### config.mk
export PLATFORM = sky130hd
export DESIGN_NAME = fetch_stage
export DESIGN_NICKNAME = d
export VERILOG_FILES = /design/src/rtl/pipeline_pkg.sv /design/src/rtl/fetch_skid_buf.sv /design/src/rtl/fetch_stage.sv
export SDC_FILE = /design/constraint.sdc
export NUM_CORES = 1
export LEC_CHECK = 0
export ABC_AREA = 1
export CAP_MARGIN = 10
export CORE_ASPECT_RATIO = 1.2
export CORE_UTILIZATION = 51
export DETAILED_ROUTE_END_ITERATION = 7
export GPL_TIMING_DRIVEN = 0
export PLACE_DENSITY = 0.8
export SYNTH_ARGS = -nofsm -noshare
export SYNTH_HDL_FRONTEND = slang
export SYNTH_SLANG_ARGS = --single-unit
### constraint.sdc
create_clock -name clk -period 2.1 [get_ports clk]
set_input_delay 0.63 -clock clk [delete_from_list [all_inputs] [get_ports clk]]
set_output_delay 0.63 -clock clk [all_outputs]
set_load 0.03 [all_outputs]
### src/rtl/pipeline_pkg.sv
`default_nettype none
// ============================================================================
// Module      : pipeline_pkg
// Description : Shared definitions for the pipeline front end: instruction
//               field positions, format codes, fetch defaults, FSM states.
// Revision    : 1.0 - initial release
// ============================================================================
package pipeline_pkg;

  // Fetch defaults
  localparam logic [31:0] DEFAULT_RESET_PC = 32'h0000_0000;
  localparam logic [31:0] DEFAULT_PC_STEP  = 32'd4;

  // Instruction field bit positions
  localparam int COND_MSB = 31;
  localparam int COND_LSB = 28;
  localparam int FMT_MSB  = 27;
  localparam int FMT_LSB  = 26;
  localparam int CTRL_MSB = 25;
  localparam int CTRL_LSB = 21;
  localparam int SETC_BIT = 20;

  // Format field codes
  localparam logic [1:0] FMT_ALU = 2'b00;
  localparam logic [1:0] FMT_LS  = 2'b01;
  localparam logic [1:0] FMT_BR  = 2'b10;

  // Fetch controller states
  typedef enum logic [1:0] {
    ST_IDLE  = 2'b00,
    ST_FETCH = 2'b01,
    ST_DROP  = 2'b10
  } fetch_state_e;

  // Force an address onto a word boundary
  function automatic logic [31:0] align_word(input logic [31:0] addr);
    return addr & ~32'h0000_0003;
  endfunction

endpackage
`default_nettype wire

### src/rtl/fetch_skid_buf.sv
`default_nettype none
// ============================================================================
// Module      : fetch_skid_buf
// Description : One-entry holding register for a fetched instruction that
//               arrives while the decode-facing output register is stalled.
// Revision    : 1.0 - initial release
// ============================================================================
module fetch_skid_buf (
  input  logic        clk,
  input  logic        rst,
  input  logic        clear,
  input  logic        load,
  input  logic [31:0] load_instr,
  input  logic [31:0] load_pc,
  input  logic        drain,
  output logic        valid,
  output logic [31:0] instr,
  output logic [31:0] pc
);

  // Clear (redirect) wins over load, load wins over drain
  always_ff @(posedge clk) begin
    if (rst) begin
      valid <= 1'b0;
      instr <= 32'h0;
      pc    <= 32'h0;
    end else if (clear) begin
      valid <= 1'b0;
    end else if (load) begin
      valid <= 1'b1;
      instr <= load_instr;
      pc    <= load_pc;
    end else if (drain) begin
      valid <= 1'b0;
    end
  end

endmodule
`default_nettype wire

### src/rtl/fetch_stage.sv
`default_nettype none
// ============================================================================
// Module      : fetch_stage
// Description : Instruction fetch stage with request/ack memory handshake,
//               branch redirect, decode back-pressure and a one-entry skid.
// Revision    : 1.0 - initial release
// ============================================================================
module fetch_stage
  import pipeline_pkg::*;
#(
  parameter logic [31:0] RESET_PC = DEFAULT_RESET_PC,
  parameter logic [31:0] PC_STEP  = DEFAULT_PC_STEP
) (
  input  logic        clk,
  input  logic        rst,
  output logic        imem_req,
  output logic [31:0] imem_addr,
  input  logic        imem_ack,
  input  logic [31:0] imem_rdata,
  input  logic        br_taken,
  input  logic [31:0] br_target,
  input  logic        id_stall,
  output logic        if_valid,
  output logic [31:0] if_instr,
  output logic [31:0] if_pc,
  output logic [3:0]  if_cond,
  output logic [1:0]  if_fmt,
  output logic [4:0]  if_ctrl,
  output logic        if_setc
);

  fetch_state_e state;
  fetch_state_e state_nxt;
  logic [31:0]  pc;          // next useful fetch address
  logic [31:0]  drop_addr;   // address of the request being discarded
  logic         skid_valid;
  logic [31:0]  skid_instr;
  logic [31:0]  skid_pc;
  logic         ack_ok;
  logic         fetch_ack;
  logic         out_ready;
  logic         skid_load;

  // A request is only raised with room for its data, so once the skid is
  // full no request is outstanding and dropping imem_req withdraws nothing.
  assign imem_req  = (state == ST_DROP) || ((state == ST_FETCH) && !skid_valid);
  assign imem_addr = (state == ST_DROP) ? drop_addr : pc;
  assign ack_ok    = imem_req && imem_ack;
  assign fetch_ack = ack_ok && (state == ST_FETCH);
  assign out_ready = !if_valid || !id_stall;
  assign skid_load = !br_taken && fetch_ack && !out_ready;

  // Next-state: redirect with an unacknowledged request must drain it first
  always_comb begin
    state_nxt = state;
    case (state)
      ST_IDLE:  state_nxt = ST_FETCH;
      ST_FETCH: if (br_taken && imem_req && !imem_ack) state_nxt = ST_DROP;
      ST_DROP:  if (imem_ack) state_nxt = ST_FETCH;
      default:  state_nxt = ST_IDLE;
    endcase
  end

  // State register
  always_ff @(posedge clk) begin
    if (rst) state <= ST_IDLE;
    else     state <= state_nxt;
  end

  // Program counter: redirect first, otherwise step on each useful ack
  always_ff @(posedge clk) begin
    if (rst)            pc <= RESET_PC;
    else if (br_taken)  pc <= align_word(br_target);
    else if (fetch_ack) pc <= pc + PC_STEP;
  end

  // Remember the in-flight address so it stays stable while being dropped
  always_ff @(posedge clk) begin
    if (rst)                    drop_addr <= RESET_PC;
    else if (state != ST_DROP)  drop_addr <= pc;
  end

  // Output register: skid drains ahead of new memory data to keep order
  always_ff @(posedge clk) begin
    if (rst) begin
      if_valid <= 1'b0;
      if_instr <= 32'h0;
      if_pc    <= 32'h0;
    end else if (br_taken) begin
      if_valid <= 1'b0;
    end else if (out_ready) begin
      if (skid_valid) begin
        if_valid <= 1'b1;
        if_instr <= skid_instr;
        if_pc    <= skid_pc;
      end else if (fetch_ack) begin
        if_valid <= 1'b1;
        if_instr <= imem_rdata;
        if_pc    <= imem_addr;
      end else begin
        if_valid <= 1'b0;
      end
    end
  end

  fetch_skid_buf u_skid (
    .clk        (clk),
    .rst        (rst),
    .clear      (br_taken),
    .load       (skid_load),
    .load_instr (imem_rdata),
    .load_pc    (imem_addr),
    .drain      (out_ready),
    .valid      (skid_valid),
    .instr      (skid_instr),
    .pc         (skid_pc)
  );

  assign if_cond = if_instr[COND_MSB:COND_LSB];
  assign if_fmt  = if_instr[FMT_MSB:FMT_LSB];
  assign if_ctrl = if_instr[CTRL_MSB:CTRL_LSB];
  assign if_setc = if_instr[SETC_BIT];

endmodule
`default_nettype wire

== Word level (Yosys, flattened, before mapping) ==
Index checks and enable logic that the tools add are counted.

* Bits of input ports: 69
* Output and inout bits: 110
* Flip-flop bits (word level): 196
* Logic and storage cells: 54

* Add/subtract/negate cells: 1
* Eq/ne operators: 5
* Muxes and demuxes: 14
* Reduce and logical (&&, ||, !) cells: 23
* Bitwise gates (word level): 1

{| class="wikitable"
|+ Operators by type and width
! operator !! number
|-
| $mux 32 || 7
|-
| $add 32x3->32 const B || 1
|-
| $logic_and 1x1->1 || 7
|-
| $logic_not 1->1 || 6
|-
| $pmux 2 s3 || 1
|-
| $reduce_bool 2->1 || 3
|-
| $mux 1 || 4
|-
| $mux 2 || 2
|-
| $ne 2x2->1 const B || 2
|-
| $reduce_and 2->1 || 2
|-
| $reduce_and 3->1 || 1
|-
| $eq 2x1->1 const B || 1
|-
| $eq 2x2->1 const B || 1
|-
| $logic_not 2->1 || 1
|-
| $logic_or 1x1->1 || 2
|-
| $ne 2x1->1 const B || 1
|-
| $reduce_or 2->1 || 1
|-
| $not 1->1 || 1
|}

== Longest topological paths before layout ==
* Depth in word-level cells: 8
* Gate-level depth with buffers: 10
* Mapped depth without buffers: 10

== Modules after synthesis ==
Synthesis repeated with hierarchy kept, for this count alone.

* Cell total of the unflattened synthesis: 1,377
* Area, all modules: 9,186.3 µm²

{| class="wikitable"
|+ Modules (own cells, without submodules)
! module !! seq. area each (µm²) !! times used !! cells an instance !! area each (µm²)
|-
| fetch_stage || 2,542.4 || 1 || 957 || 6,357.3
|-
| fetch_skid_buf || 1,301.2 || 1 || 420 || 2,829.0
|}

== Least setup slack after synthesis ==
No wires, ideal clock.

* Path type: register -> output
* Start point: register state[0]
* End point: output imem_addr[13]
* Stages on the path, launching flop included: 7
* Required time: 1,470 ps
* Path buffers: 1
* Slack: 235 ps
* Arrival: 1,235 ps
* Cell sequence: dfxtp_1 > inv_1 > nand2_2 > clkbuf_1 > nand2_1 > o21ai_0 > inv_1

* Longest elaborated chain between the ends: 2

{| class="wikitable"
|+ Ends and longest elaborated chain
! element !! RTL line !! RTL
|-
| from (decl) || fetch_stage.sv:32 || <nowiki>fetch_state_e state;</nowiki>
|-
| from (signal assigned) || fetch_stage.sv:67 || <nowiki>else state <= state_nxt;</nowiki>
|-
| $eq 2x2->1 || fetch_stage.sv:47 || <nowiki>assign imem_addr = (state == ST_DROP) ? drop_addr : pc;</nowiki>
|-
| $mux 32 || fetch_stage.sv:47 ||
|-
| to (decl) || fetch_stage.sv:17 || <nowiki>output logic [31:0] imem_addr,</nowiki>
|}

No other way between the ends.

== Worst setup path after layout ==
* Start point: register state[0]
* End point: output imem_addr[24]

The elaborated chain is that of the path after synthesis.

==> flow_summary_export.csv <==
group,metric,value,unit
run_status,outcome,"finished with violations",
run_status,violations,"negative setup slack",
pwr,sw_frac_of_total,28.3,%
synthesis,synthCells,1208,
final_layout,syn_to_final_growth,40.3,%
floorplanning,rows,51,
floorplanning,die_x,120,um
synthesis,syn_area_per_cell,7.08,sq um
final_layout,finish.utilization,73.4,%
drt,routedWlPerCell,17.1,um
pwr,power.switching,2.33,mW
sta,finClkSkew,11.4,ps
sta,fin_ws,-112,ps
grt,grt_max_degree,17,
floorplanning,io_pins,179,
pwr,p_leak,5.83,nW
drt,vias,9003,
worst_setup_path,crit_family,"buffers and inverters",
synthesis,ys_top_cells_by_area,"dfxtp_1, nand2_1, o21ai_0, nor2_1, inv_1",
synthesis,yosysWarnings,0,
synthesis,yosys.area.top_type,"dfxtp_1",
sta,tightest_slew,758,ps
sta,rsz0062_at_grt,"yes",
grt,antenna_found_initial,0,
worst_setup_path,cp_slowest_cell,"dfxtp_2",
sta,hold_viol_final,0,
drt,vias_per_cell,5.42,
worst_setup_path,reg2reg_slack,130,ps
clocking,cts_tree,"built",
final_layout,drive_gt1_share,17.4,%
final_layout,antenna_cells,0,
clocking,clock_latency,440,ps
worst_setup_path,r2r_end,"if_instr[8]",
place,gp_congestion,0.950,
min_path,hold_class,"reg -> reg",
synthesis,seq_area_frac_synth,44.0,%
clocking,clk_pin_slew_worst_paths,70,ps
synthesis,synth.distinct_cells,34,
drt,drc,0,
place,port_buffers,171,
worst_setup_path,path_cells,"inv_4, nand2_8, clkbuf_16, o21ai_4, inv_2, buf_6",
worst_setup_path,end_kind,"primary output",
worst_setup_path,cpPeakStageDelay,340,ps
synthesis,synthDominantCellAreaShare,44.0,%
pwr,p_comb_share,16.9,%
worst_setup_path,r2r-start,"state[1]",
pwr,sequentialPowerShare,45.9,%
place,place_ws,-649,ps
clocking,numCtsBuffers,17,
worst_setup_path,cp.arrival,1580,ps
pwr,intPower,5.91,mW
drt,drt_iter0_drc,652,
pwr,powerDensity,688,nW/um^2
pwr,p_clk_share,37.2,%
place,dpl.cell_count,1594,
synthesis,synthMuxAreaShare,0,%
synthesis,synth_seq_cells,188,
place,hpwl,19300,um
grt,grt_usage,33.4,%
clocking,cts_root_buf,"clkbuf_16",
sta,fmax,452,MHz
job,max_cap_viol_count,0,
pwr,total_power,8.25,mW
floorplanning,die_h,144,um
drt,drtPass1Iterations,5,
final_layout,nets,1508,
worst_setup_path,critPathBufInv,4,
worst_setup_path,rr_worst_depth,10,
pwr,ir_drop,0.579,mV
min_path,hold_end,"if_pc[22]",
worst_setup_path,critPathKind,"reg -> out",
synthesis,synth-simple-area-share,25.3,%
worst_setup_path,critPathMaxFanout,5,
min_path,min_path_cells,2,
drt,antenna_left,0,
worst_setup_path,startpoint_type,"flip-flop",
synthesis,synth_xor_area_share,0.717,%
grt,grt_overflow,0,
sta,fin_crit_sh,105,%
grt,grt_pass1_wl,44400,um
sta,slew_violations,0,
synthesis,synth_top_family_by_area,"simple AND/OR/NAND/NOR gates",
floorplanning,dieArea,17300,sq um
grt,grt_pass1_vias,8881,
sta,min_period,2210,ps
sta,max_slew_margin,49.5,%
final_layout,layoutNonFillerInstCount,1662,
final_layout,nFillCells,1280,
clocking,cts_sinks,188,
min_path,hold_start,"if_pc[22]",
synthesis,synth-compound-area-share,19.0,%
floorplanning,initial_utilization,52.3,%
sta,setup_violations,30,
floorplanning,core_area,16300,sq um
clocking,cts-htree-levels,4,
synthesis,synthAdderAreaFrac,0.146,%
synthesis,syn_area,8550,sq um
worst_setup_path,cp_data_required_time,1470,ps
clocking,cts_buffer_depth,2,
drt,routed_wl,28400,um
==> placed cells by master, fill, tap and decap left out, types with 2 or more instances in the layout <==
master and instances:
nand2_1 281, inv_2 31, a211oi_1 12, clkinv_2 2
clkbuf_1 36, buf_2 14, clkbuf_16 23, clkdlybuf4s50_1 69
nand2_2 11, a21oi_1 67, dfxtp_1 186, xor2_1 6
nor2_4 3, nand2_8 2, nor2_1 176, o21ai_0 113
dlymetal6s2s_1 33, buf_4 56, nor3_1 2, a211oi_2 18
nand4_1 4, inv_1 82, dlygate4sd2_1 38, inv_6 2
nor2_2 3, o21ai_4 30, clkinvlp_4 3, o211a_1 18
clkbuf_4 3, buf_1 3, conb_1 4, o21ai_1 2
buf_6 39, clkbuf_8 2, o211ai_1 3, a31oi_1 4
nand3_1 54
==> power by group through the flow <==
stage	Sequential, mW	Combinational [mW]	Clock (mW)
finish	3.78	1.39	3.07
global route	3.79	1.48	3.20
CTS	3.78	1.35	3.06
detailed placement	3.84	1.17	0
global placement	3.84	1.16	0
floorplan	3.91	0.584	0
==> cells in the mapped netlist <==
cell type and count:
nor3_1 2, nor2_2 3, nand4_1 4, nor2_1 177, nor2_4 2, nand3b_1 1, o21ai_0 142, a221oi_1 1
a31oi_1 4, nor2_8 1, clkbuf_2 1, a211oi_2 18, clkbuf_1 36, dfxtp_1 188, xnor2_1 1, nand2_2 5
o21ai_1 3, o211ai_1 3, a211oi_1 12, a31o_2 1, inv_2 3, nand2_1 289, conb_1 1, nand3_1 54
ha_1 1, inv_1 111, xor2_1 6, o211a_1 18, buf_2 18, nand3_2 1, buf_6 6, buf_4 24
buf_1 4, a21oi_1 67
==> layer usage <==
metal	vias to the layer above	track usage, %	share of wire [%]
met4	0	20.1	5.6
met2	413	58.9	50
li1	4307	-	-
met1	4174	36.0	38
met5	-	0	0
met3	109	8.25	7.2
==> cell type report <==
cell class              instances  area [sq um]  area share [%]
inverters                     114           430            3.59
clock buffers                  22           454            3.79
flip-flops and latches        188          3770            31.4
well taps                     212           265            2.21
plain buffers                  89           592            4.94
repair buffers                207          2110            17.6
clock inverters                 9          88.8           0.741
multi-input cells             821          4280            35.7
==> timing repair <==
item / 4_1_cts / 5_1_grt
setup buffers: 31 / 2
gates resized for setup: 401 / 52
pin swaps: 32 / 4
endpoints found under the setup margin: 69 / 89
hold buffers: 0 / 0
gates cloned: 4 / 0
==> worst register-to-register path: stages (launching register included) <==
cell      delay [ps]
dfxtp_4          400
inv_1            110
nand2_1           90
nor2_2           130
nand2_2          160
nand2_1          140
nand2_2          160
inv_2            220
clkbuf_4         240
nand3_1          100
o211a_1          120
==> cells by family after synthesis <==
logic type,Yosys count
xor gates and xnor gates,7
other,1
buffers and inverters,203
and+or+nand+nor,539
adders and majority gates,1
DFF,188
AOI/OAI and AO/OA,269
==> how the worst max path moves through the flow <==
stage / depth (start not counted) / startpoint / end
2_1_floorplan: 6 / state[0] / imem_addr[13]
3_3_place_gp: 6 / state[0] / imem_addr[20]
3_5_place_dp: 6 / state[0] / imem_addr[20]
4_1_cts: 6 / state[0] / imem_addr[24]
5_1_grt: 6 / state[0] / imem_addr[24]
6_report: 6 / state[0] / imem_addr[24]
==> flip-flops by register name (all words and copies together) (netlist names) <==
signal,count
drop_addr,30
if_instr,32
if_pc,30
if_valid,1
pc,30
state,2
u_skid.instr,32
u_skid.pc,30
u_skid.valid,1
==> per-stage QoR <==
| step | setup TNS, ps | hold slack, ps | area, sq um |
|---|---|---|---|
| floorplan | 0 | 471 | 8560 |
| global placement | -55670 | 455 | 10500 |
| detailed placement | -55010 | 457 | 10500 |
| CTS | -1400 | 467 | 11800 |
| global route | -3010 | 483 | 12000 |
| finish | -2370 | 466 | 12000 |
(Power assumes the default switching activity.)
